===== src/rtl/synth_pkg.sv =====
// Shared definitions for the synthesizer voice path: envelope state encoding,
// level width/limits and the step-normalisation helper.
package synth_pkg;

    localparam int ENV_LEVEL_W = 8;
    localparam logic [ENV_LEVEL_W-1:0] ENV_LEVEL_MAX = 8'd255;

    typedef enum logic [2:0] {
        ENV_IDLE    = 3'd0,
        ENV_ATTACK  = 3'd1,
        ENV_DECAY   = 3'd2,
        ENV_SUSTAIN = 3'd3,
        ENV_RELEASE = 3'd4
    } env_state_e;

    // A zero step means "instant": use the full-scale step so one tick saturates.
    function automatic logic [ENV_LEVEL_W:0] eff_step(input logic [ENV_LEVEL_W-1:0] step);
        if (step == 8'd0) begin
            return {1'b0, ENV_LEVEL_MAX};
        end else begin
            return {1'b0, step};
        end
    endfunction

endpackage


===== src/rtl/env_tick_gen.sv =====
// Free-running envelope prescaler: one-cycle tick every TICK_DIV clocks.
module env_tick_gen #(
    parameter int TICK_DIV = 1000
) (
    input  logic clk,
    input  logic rst,
    output logic tick
);

    localparam logic [15:0] TERM_C = 16'(TICK_DIV - 1);

    logic [15:0] cnt_r;

    // Prescale counter, wraps after the terminal count.
    always_ff @(posedge clk) begin
        if (rst) begin
            cnt_r <= 16'd0;
        end else if (cnt_r == TERM_C) begin
            cnt_r <= 16'd0;
        end else begin
            cnt_r <= cnt_r + 16'd1;
        end
    end

    assign tick = (cnt_r == TERM_C);

endmodule


===== src/rtl/env_adsr.sv =====
// ADSR envelope and sample scaler. Define ENV_RETRIG_EN for hard retrigger
// (rise in any active state restarts ATTACK from level 0); default is legato.
module env_adsr
    import synth_pkg::*;
#(
    parameter int TICK_DIV = 1000
) (
    input  logic        clk,
    input  logic        rst,
    input  logic        gate,
    input  logic [7:0]  atk_step,
    input  logic [7:0]  dec_step,
    input  logic [7:0]  sus_lvl,
    input  logic [7:0]  rel_step,
    input  logic [15:0] sig_in,
    output logic [15:0] sig_out,
    output logic [7:0]  level,
    output logic        active
);

    logic                   tick_s;
    logic                   gate_d_r;
    logic                   rise_s;
    logic                   fall_s;
    logic                   retrig_s;
    env_state_e             state_r;
    env_state_e             state_nxt_s;
    env_state_e             tick_state_s;
    logic [ENV_LEVEL_W-1:0] level_r;
    logic [ENV_LEVEL_W-1:0] level_nxt_s;
    logic [ENV_LEVEL_W-1:0] tick_level_s;
    logic [ENV_LEVEL_W:0]   lvl9_s;
    logic [ENV_LEVEL_W:0]   atk_sum_s;
    logic [ENV_LEVEL_W:0]   dec_floor_s;
    logic [ENV_LEVEL_W:0]   dec_diff_s;
    logic [ENV_LEVEL_W:0]   rel_diff_s;
    logic signed [24:0]     prod_s;
    logic                   active_r;
    logic [15:0]            sig_out_r;

    env_tick_gen #(.TICK_DIV(TICK_DIV)) u_tick (
        .clk  (clk),
        .rst  (rst),
        .tick (tick_s)
    );

    assign rise_s = gate & ~gate_d_r;
    assign fall_s = ~gate & gate_d_r;

`ifdef ENV_RETRIG_EN
    assign retrig_s = rise_s;
`else
    assign retrig_s = 1'b0;
`endif

    // 9-bit intermediates keep every add/subtract free of wrap-around.
    assign lvl9_s      = {1'b0, level_r};
    assign atk_sum_s   = lvl9_s + eff_step(atk_step);
    assign dec_floor_s = {1'b0, sus_lvl} + eff_step(dec_step);
    assign dec_diff_s  = lvl9_s - eff_step(dec_step);
    assign rel_diff_s  = lvl9_s - eff_step(rel_step);

    // Level and state a tick would produce in the current state.
    always_comb begin
        tick_state_s = state_r;
        tick_level_s = level_r;
        case (state_r)
            ENV_ATTACK: begin
                if (atk_sum_s >= {1'b0, ENV_LEVEL_MAX}) begin
                    tick_level_s = ENV_LEVEL_MAX;
                    tick_state_s = ENV_DECAY;
                end else begin
                    tick_level_s = atk_sum_s[7:0];
                end
            end
            ENV_DECAY: begin
                if (lvl9_s <= dec_floor_s) begin
                    tick_level_s = sus_lvl;
                    tick_state_s = ENV_SUSTAIN;
                end else begin
                    tick_level_s = dec_diff_s[7:0];
                end
            end
            ENV_SUSTAIN: begin
                tick_level_s = sus_lvl;
            end
            ENV_RELEASE: begin
                if (lvl9_s <= eff_step(rel_step)) begin
                    tick_level_s = 8'd0;
                    tick_state_s = ENV_IDLE;
                end else begin
                    tick_level_s = rel_diff_s[7:0];
                end
            end
            default: begin
                tick_state_s = ENV_IDLE;
                tick_level_s = 8'd0;
            end
        endcase
    end

    // Gate events take priority over tick updates: rise, then fall, then tick.
    always_comb begin
        state_nxt_s = state_r;
        level_nxt_s = level_r;
        case (state_r)
            ENV_IDLE: begin
                if (rise_s) begin
                    state_nxt_s = ENV_ATTACK;
                end else begin
                    state_nxt_s = ENV_IDLE;
                end
            end
            ENV_ATTACK, ENV_DECAY, ENV_SUSTAIN: begin
                if (retrig_s) begin
                    state_nxt_s = ENV_ATTACK;
                    level_nxt_s = 8'd0;
                end else if (fall_s) begin
                    state_nxt_s = ENV_RELEASE;
                end else if (tick_s) begin
                    state_nxt_s = tick_state_s;
                    level_nxt_s = tick_level_s;
                end else begin
                    state_nxt_s = state_r;
                end
            end
            ENV_RELEASE: begin
                if (rise_s) begin
                    state_nxt_s = ENV_ATTACK;
                    level_nxt_s = retrig_s ? 8'd0 : level_r;
                end else if (tick_s) begin
                    state_nxt_s = tick_state_s;
                    level_nxt_s = tick_level_s;
                end else begin
                    state_nxt_s = state_r;
                end
            end
            default: begin
                state_nxt_s = ENV_IDLE;
                level_nxt_s = 8'd0;
            end
        endcase
    end

    assign prod_s = $signed(sig_in) * $signed({1'b0, level_r});

    // Envelope state, gate history and registered outputs.
    always_ff @(posedge clk) begin
        if (rst) begin
            state_r   <= ENV_IDLE;
            level_r   <= 8'd0;
            gate_d_r  <= 1'b0;
            active_r  <= 1'b0;
            sig_out_r <= 16'd0;
        end else begin
            state_r   <= state_nxt_s;
            level_r   <= level_nxt_s;
            gate_d_r  <= gate;
            active_r  <= (state_nxt_s != ENV_IDLE);
            sig_out_r <= 16'(prod_s >>> 8);
        end
    end

    assign sig_out = sig_out_r;
    assign level   = level_r;
    assign active  = active_r;

endmodule


===== config.mk =====
export PLATFORM = sky130hd
export DESIGN_NAME = env_adsr
export DESIGN_NICKNAME = d
export VERILOG_FILES = /design/src/rtl/synth_pkg.sv /design/src/rtl/env_tick_gen.sv /design/src/rtl/env_adsr.sv
export SDC_FILE = /design/constraint.sdc
export NUM_CORES = 1
export LEC_CHECK = 0
export BUFFER_PORTS_ARGS = -buffer_cell sky130_fd_sc_hd__buf_4
export CAP_MARGIN = 20
export CORE_MARGIN = 2
export CORE_UTILIZATION = 45
export DETAILED_ROUTE_END_ITERATION = 7
export PLACE_DENSITY = 0.66
export SKIP_CTS_REPAIR_TIMING = 1
export SLEW_MARGIN = 20
export SYNTH_ARGS = -nofsm -noshare
export SYNTH_HDL_FRONTEND = slang
export SYNTH_SLANG_ARGS = --single-unit
export TNS_END_PERCENT = 1

===== constraint.sdc =====
create_clock -name clk -period 5 [get_ports clk]
set_input_delay 0.5 -clock clk [delete_from_list [all_inputs] [get_ports clk]]
set_output_delay 0.5 -clock clk [all_outputs]
set_load 0.01 [all_outputs]

Word level (Yosys, flattened, before mapping). Cells that the tools add are included.

Input port bits: 51. Register bits after elaboration: 45.

Mux-type cells: 21. $add $sub $neg: 5. Bitwise operators: 5. Reduce and logical (&&, ||, !) cells: 8. Multipliers: 1. Equal/unequal tests: 7. Magnitude comparators: 3.

Operator list (number): 2-to-1 mux 8 bit (9); case mux 8 bit (4 select lines) (1); logical NOT 8 bit (3); multiplier 16 x 9 -> 24 bit (1); case mux 8 bit (3 select lines) (1); adder 8 x 9 -> 9 bit (2); less-or-equal comparator 8 x 9 -> 1 bit (2); 2-to-1 mux 3 bit (6); adder 16 x 1 -> 16 bit, second input constant (1); == test 16 x 10 -> 1 bit, second input constant (1); subtractor 8 bit (2); case mux 3 bit (4 select lines) (1); greater-or-equal comparator 9 x 8 -> 1 bit, second input constant (1); 2-to-1 mux 9 bit (1); case mux 3 bit (3 select lines) (1); == test 3 x 2 -> 1 bit, second input constant (2); != test 2 bit, second input constant (2); == test 3 x 1 -> 1 bit, second input constant (1); == test 3 bit, second input constant (1); logical NOT 3 bit (1); NOT 1 bit (3); AND reduction 3 bit (1); nonzero test 3 bit (1); OR reduction 3 bit (1); 3 further kinds (4).

Logic depth before layout (Yosys ltp). Gate-level depths: netlist of run 1.

Depth in word-level cells: 10. Gate-level depth with buffers: 21. Depth with buffers taken out: 20.

By module. A second synthesis of run 1 with hierarchy kept.

Cell total of the unflattened synthesis: 944. Area total of the unflattened synthesis: 7912.6 um^2.

By module, submodules not included: env_adsr (times used 1, cells an instance 859, area an instance 7146.9 um^2); env_tick_gen (times used 1, cells an instance 85, area an instance 765.7 um^2).

Worst setup path after synthesis of run 1. OpenSTA, ideal clock, no wires.

Path type: register to register. Start: reg level_r[2] (netlist: level[2]). End: reg sig_out_r[13] (netlist: sig_out[13]). Library setup time: 0.123 ns. Slack: -0.228 ns. Data arrival time: 5.104 ns. Stages on the path, launching flop included: 20. Cells stage by stage: dfxtp_1 -> clkbuf_1 -> clkbuf_1 -> nand2_1 -> fa_1 -> inv_1 -> fa_1 -> inv_1 -> fa_1 -> inv_1 -> fa_1 -> ha_1 -> clkbuf_1 -> a211oi_1 -> nor2_1 -> o31ai_1 -> o311ai_4 -> a31oi_1 -> o2bb2ai_1 -> mux2_1.

Longest elaborated chain between the ends: 1.

Ends and longest elaborated chain: start, declared (line env_adsr.sv:29) `logic [ENV_LEVEL_W-1:0] level_r;`; start signal, assigned (line env_adsr.sv:157) `level_r <= level_nxt_s;`; multiplier 16 x 9 -> 24 bit (line env_adsr.sv:145) `assign prod_s = $signed(sig_in) * $signed({1'b0, level_r});`; end signal, assigned (line env_adsr.sv:160) `sig_out_r <= 16'(prod_s >>> 8);`; end, declared (line env_adsr.sv:39) `logic [15:0] sig_out_r;`.

Every way passes these cells. A chain may end at the register's enable or synchronous reset.

Worst setup path after layout of run 1. Same ends and word-level chain as after synthesis.

==> run metrics, run 1 <==
run status=finished clean; Max-Slew Margin vs Limit=39.5%; leak pwr=approximately 4.6 nW; row count=48; Clock power frac=36.3%; worst-case vdd ir drop=roughly 0.00010 V; routability cong.=0.885; vias in the first global route=6597; Setup Skew=11.6 ps; clk_lat worst skew=310 ps; Cell variety after synth=71; via count=6544; CP endpoint kind=flip-flop; Ys Warns=0; total CTS buffers=5; Max Slew Vio Count=0; RSZ-0062 raised after global routing=no; Syn Inst Count=937; Sw Share=a little under a third; chip height=around 140 µm; fmax=209 MHz; die area=around 19000 µm²; Port Buf Inserts=75; DPL Wire Length=around 15 mm; R2R depth=17; via/cell ratio=about 5.2; I/O pins=76; first-pass GRT wire length=31.5 mm; Cells after DPL=1243; synthesized cell area=roughly 7900 µm²; crit path max fanout=16; slowest CP cell=fa_1; Seq/Total Area, Yosys=11.4%; Nets=1263; overall routing resource usage=21.3%; Setup Total Neg Slack=0 ps; design area=around 9000 µm²; Buf+Inv Stages, Crit Path=4; drt total wl=18.7 mm; CTS Sinks=45; Hold Crit Depth=2; Power Total=0.979 mW; CTS tree=yes; slowest stage delay, CP=between 500 and 600 ps; Initial Util=46.0%; ys flop type=dfxtp_1; period utilization=95.5%; final non-filler cell total=roughly 1.3k; total number of cells along the worst setup path=17; Die X-Extent=137 µm; Critical Path Start Type=flip-flop; Synth async-reset ratio=0%; post-synthesis area per instance=8.46 µm²; Internal=around 0.67 mW; EDFF count, synth=0; htree depth=2; crit path DAT=~5000 ps; Seq cells post-synth=45; Slew @ Worst Pin=906 ps; Most common cell on crit path=fa_1; residual DRC count=0; DP Area=8900 µm²; Max clock buf depth=2; area grow syn2layout=14.6%; layout cells sized above 1=14.5%; GRT overflow=0; initial antenna violation count=0; crit path time final=4770 ps; Setup-failing EPs final=0; CORE AREA=~17000 µm²; Root Driver=clkbuf_16; clock slew at reported path FFs=70 ps; crit-path cells=buf_6 -> nand2_1 -> fa_1 -> inv_1 -> fa_1 -> inv_1 -> fa_1 -> inv_1 -> fa_1 -> ha_1 -> a211oi_2 -> nor2_1 -> o31ai_2 -> o311ai_4 -> a31oi_2 -> o2bb2ai_1 -> mux2_1; ANT cells=0; Flop pwr share=38.5%; max_cap viols=0; Pre-Repair DR Iteration Count=5; delay-heaviest family, CP=adder cells; wire length per cell=15.0 µm; Comb power frac=25.2%; drt initial violations=262; largest net degree at the start of global routing=33; required time worst endpoint=5200 ps; NetSw=0.312 mW; final core utilization=52.7%; Routed Antenna Nets=0; Hold Violations, Final=0; PwrDens=approximately 110 nW/µm²; CP Class=reg2reg; hold crit path type=in2reg; Mapped Nets=around 1.2k
[final timing paths]
check                  startpoint              end  slack, ps
setup / recovery         level[2]      sig_out[13]        230
hold / removal               gate         gate_d_r        430
setup reg to reg         level[2]      sig_out[13]        230
hold reg to reg   u_tick.cnt_r[0]  u_tick.cnt_r[0]        470
[layer usage]
layer  up-vias  global-route usage (%)  share of wire, %
li1       3251                       -                 -
met1      3128                    28.4                47
met2       142                    35.7                47
met3        23                    3.41               4.1
met4         0                    6.42               1.7
met5         -                       0                 0
[Yosys cell counts (13+ instances only)]
| cell type | instances | share of area, % |
|---|---|---|
| o21ai_0 | 28 | 1.8 |
| xnor2_1 | 23 | 2.5 |
| a21oi_1 | 33 | 2.1 |
| inv_1 | 142 | 6.7 |
| nand2b_1 | 16 | 1.3 |
| and2_1 | 76 | 6.0 |
| nand2_1 | 82 | 3.9 |
| ha_1 | 84 | 13 |
| nor3_1 | 13 | 0.82 |
| nor2_1 | 65 | 3.1 |
| nand3_1 | 21 | 1.3 |
| nor2b_1 | 17 | 1.3 |
| dfxtp_1 | 45 | 11 |
| xor2_1 | 26 | 2.9 |
| clkbuf_1 | 17 | 0.81 |
| fa_1 | 103 | 26 |
[sequential cells by signal, summed over array words and instances (netlist names)]
register / count
level: 8
u_tick.cnt_r: 16
active: 1
state_r: 3
gate_d_r: 1
sig_out: 16
[layout by cell type (no fill, tap or decap), types with 21 or more instances in the layout]
| master | count |
|---|---|
| a21oi_1 | 33 |
| nand3_1 | 21 |
| o21ai_0 | 28 |
| dfxtp_1 | 40 |
| xnor2_1 | 23 |
| buf_4 | 102 |
| ha_1 | 84 |
| fa_1 | 103 |
| nor2_1 | 65 |
| and2_1 | 76 |
| inv_1 | 142 |
| xor2_1 | 26 |
| nand2_1 | 82 |
[worst reg2reg max path: stages, from the launching register on]
cell	delay, ps
dfxtp_1	340
buf_6	180
nand2_1	100
fa_1	540
inv_1	50
fa_1	490
inv_1	50
fa_1	470
inv_1	50
fa_1	470
ha_1	360
a211oi_2	190
nor2_1	90
o31ai_2	310
o311ai_4	200
a31oi_2	280
o2bb2ai_1	150
mux2_1	340
[power by group through the flow]
stage | clock (mW) | combinational, mW | sequential, mW
after floorplan | 0 | 0.156 | 0.381
after global placement | 0 | 0.243 | 0.385
after detailed placement | 0 | 0.246 | 0.385
after CTS | 0.367 | 0.247 | 0.376
after global routing | 0.380 | 0.275 | 0.378
final | 0.356 | 0.247 | 0.376
[metrics by stage]
step	worst slack [ps]	hold slack, ps
finish	225	434
global route	22.7	442
CTS	33.5	428
detailed placement	64.1	458
global placement	174	444
floorplan	12.0	430
[cell families after synthesis]
logic type                 after synthesis  share of synthesized area, %
xor gates and xnor gates                49                          5.42
muxes                                    5                         0.695
adders and majority gates              187                          39.3
AOI/OAI and AO/OA                      140                          12.2
buffers and inverters                  166                          8.04
and+or+nand+nor                        345                          23.0
DFF                                     45                          11.4
[layout make-up]
type / instances / area, µm²
Fill cell: 1610 / 8160
Multi-Input combinational cell: 726 / 6400
Sequential cell: 45 / 910
Timing Repair Buffer: 104 / 797
Inverter: 143 / 537
Tap cell: 225 / 282
Clock buffer: 5 / 125
Clock inverter: 3 / 25.0
Note: power is estimated with default switching activity, not from simulation.
==> inputs of run 2 (changes only) <==
ABC_AREA = 1   (was unset)
CTS_CLUSTER_SIZE = 20   (was unset)
PLACE_DENSITY = unset   (was 0.66)
clock period = 4.65 ns   (was 5 ns; I/O delays follow)
==> run metrics, run 2 <==
run status=finished clean (unchanged); XOR/XNOR share of the synthesized area=2.49% (was 5.42%); drt total wl=20.5 mm (was 18.7 mm); via/cell ratio=4.83 (was 5.23); compound-gate portion of the synthesized area=9.20% (was 12.2%); Max-Slew Margin vs Limit=64.5% (was 39.5%); htree depth=2 (unchanged); Routed Antenna Nets=0 (unchanged); Synth async-reset ratio=0% (unchanged); clk_lat worst skew=290 ps (was 310 ps); final core utilization=51.5% (was 52.7%); routability cong.=0.907 (was 0.885); CP endpoint kind=flip-flop (unchanged); overall routing resource usage=21.9% (was 21.3%); via count=7477 (was 6544); CTS tree=yes (unchanged); Ys Warns=0 (unchanged); Cells after DPL=1540 (was 1243); DPL Wire Length=17.5 mm (was 15.4 mm); top post-synthesis cells by area=fa_1 24%, inv_1 14%, nand2_1 13% (was fa_1 26%, ha_1 13%, dfxtp_1 11%); most frequent cells in the layout=321 x inv_1, 299 x nand2_1, 101 x fa_1 (was 142 x inv_1, 103 x fa_1, 102 x buf_4); Seq/Total Area, Yosys=10.7% (was 11.4%); Syn Inst Count=1241 (was 937); Setup Skew=6.21 ps (was 11.6 ps); ANT cells=0 (unchanged); Setup-failing EPs final=0 (unchanged); Final WS setup=322 ps (was 225 ps); Die X-Extent=141 µm (was 137 µm); Slew @ Worst Pin=530 ps (was 906 ps); crit path from=level[0] (was level[2]); CP Class=reg2reg (unchanged); crit path time final=4330 ps (was 4770 ps); Initial Util=45.5% (was 46.0%); Nets=1551 (was 1263); PwrDens=120 nW/µm² (was 108 nW/µm²); required time worst endpoint=4830 ps (was 5200 ps); Port Buf Inserts=75 (unchanged); worst slack, placed=116 ps (was 64.1 ps); clock slew at reported path FFs=70 ps (about the same); Comb power frac=27.7% (was 25.2%); post-synthesis area per instance=6.80 µm² (was 8.46 µm²); final non-filler cell total=1548 (was 1251); Worst R2R Start=level[0] (was level[2]); I/O pins=76 (unchanged); Flop pwr share=34.9% (was 38.5%); slowest stage delay, CP=520 ps (was 540 ps); Worst Hold Launch=gate (unchanged); NetSw=0.368 mW (was 0.312 mW); total CTS buffers=5 (unchanged); largest net degree at the start of global routing=17 (was 33); residual DRC count=0 (unchanged); Synth top area share=24.5% (was 26.0%); Pre-Repair DR Iteration Count=5 (unchanged); RSZ-0062 raised after global routing=no (unchanged); initial antenna violation count=0 (unchanged); row count=50 (was 48); layout cells sized above 1=11.3% (was 14.5%); Filler cells=1883 (was 1610); Cell variety after synth=48 (was 71); main combinational cell family by area after synthesis=adder cells (unchanged); post-synthesis mux area share=0% (was 0.695%); leading area contributor after synthesis=fa_1 (unchanged); Power Total=1.15 mW (was 0.979 mW); DP Area=9330 µm² (was 8900 µm²); slowest CP cell=fa_1 (unchanged); CTS Sinks=45 (unchanged); Critical Path Start Type=flip-flop (unchanged); ys flop type=dfxtp_1 (unchanged); Internal=0.779 mW (was 0.667 mW); hold crit path type=in2reg (unchanged); Hold Slack=431 ps (was 434 ps); crit path DAT=4510 ps (was 4970 ps); fmax=231 MHz (was 209 MHz); die area=19900 µm² (was 18700 µm²); area grow syn2layout=13.0% (was 14.6%); period utilization=93.1% (was 95.5%); vias in the first global route=7342 (was 6597); Max Slew Vio Count=0 (unchanged); EDFF count, synth=0 (unchanged); drt initial violations=432 (was 262); Synth Area in Simple Gates=24.4% (was 23.0%); Root Driver=clkbuf_16 (unchanged); chip height=141 µm (was 137 µm); CORE AREA=18500 µm² (was 17200 µm²); Max clock buf depth=2 (unchanged); Sw Share=32.1% (was 31.9%); Seq cells post-synth=45 (unchanged); crit-path cells=nand2_1 -> buf_4 -> fa_1 -> inv_1 -> fa_1 -> inv_1 -> fa_1 -> inv_1 -> fa_1 -> ha_1 -> a21oi_1 -> o21ai_0 -> inv_1 -> o21ai_0 -> a21oi_1 -> nand3_1 -> nand2_1 -> nor2_1 (was buf_6 -> nand2_1 -> fa_1 -> inv_1 -> fa_1 -> inv_1 -> fa_1 -> inv_1 -> fa_1 -> ha_1 -> a211oi_2 -> nor2_1 -> o31ai_2 -> o311ai_4 -> a31oi_2 -> o2bb2ai_1 -> mux2_1); Mapped Nets=1479 (was 1175); Hold Violations, Final=0 (unchanged); max_cap viols=0 (unchanged); wire length per cell=13.3 µm (was 15.0 µm); crit path max fanout=10 (was 16); Clock power frac=37.4% (was 36.3%); Synth Area in Adders=36.9% (was 39.3%); first-pass GRT wire length=35.2 mm (was 31.5 mm); commonest non-fill, non-tap cell in the layout=inv_1 (unchanged); GRT overflow=0 (unchanged); worst-case vdd ir drop=0.000149 V (was 0.000104 V); Setup Total Neg Slack=0 ps (unchanged); commonest cells in the netlist=321 x inv_1, 299 x nand2_1, 103 x fa_1 (was 142 x inv_1, 103 x fa_1, 84 x ha_1); leak pwr=5.60 nW (was 4.56 nW); top-count cell post-synth=inv_1 (unchanged); design area=9530 µm² (was 9080 µm²); synthesized cell area=8430 µm² (was 7920 µm²)
run 2: area by class of cell:
type	instances	area [µm²]	share of cell area (%)
clock buffers	5	125	1.31
flip-flops and latches	45	916	9.61
multi-input cells	832	6170	64.7
well taps	234	293	3.07
clock inverters	3	47.5	0.499
repair buffers	98	736	7.72
inverters	331	1240	13.1
run 2: critical path: cells and delay by family, from the launching register on:
family	cells	cell delay [ps]
adders and majority gates	5	2340
AOI/OAI and AO/OA	4	640
DFF	1	480
buffers and inverters	5	420
and+or+nand+nor	4	340
run 2: layer usage:
| metal | GRT usage (%) | vias to the layer above | part of all wire (%) |
|---|---|---|---|
| li1 | - | 3883 | - |
| met1 | 30.3 | 3428 | 47 |
| met2 | 38.0 | 154 | 48 |
| met3 | 2.41 | 12 | 4.3 |
| met4 | 3.11 | 0 | 1.0 |
| met5 | 0 | - | 0 |
run 2: power by group through the flow:
stage / clock network, mW / registers [mW] / logic (mW)
3_5_place_dp: 0 / 0.411 / 0.318
3_3_place_gp: 0 / 0.411 / 0.316
5_1_grt: 0.452 / 0.402 / 0.365
6_report: 0.430 / 0.401 / 0.317
4_1_cts: 0.439 / 0.402 / 0.320
2_1_floorplan: 0 / 0.411 / 0.213
run 2: cells by family (layout without fill, tap and decap cells):
kind of cell               count (synthesis)  after routing
buffers and inverters                    364            437
xor gates and xnor gates                  24             24
DFF                                       45             45
AOI/OAI and AO/OA                        143            143
adders and majority gates                187            187
and+or+nand+nor                          478            478
run 2: final timing paths:
check / slack, ps / to / depth (start not counted)
max: 320 / sig_out[12] / 18
min: 430 / gate_d_r / 3
max reg2reg: 320 / sig_out[12] / 18
min reg2reg: 470 / u_tick.cnt_r[0] / 1
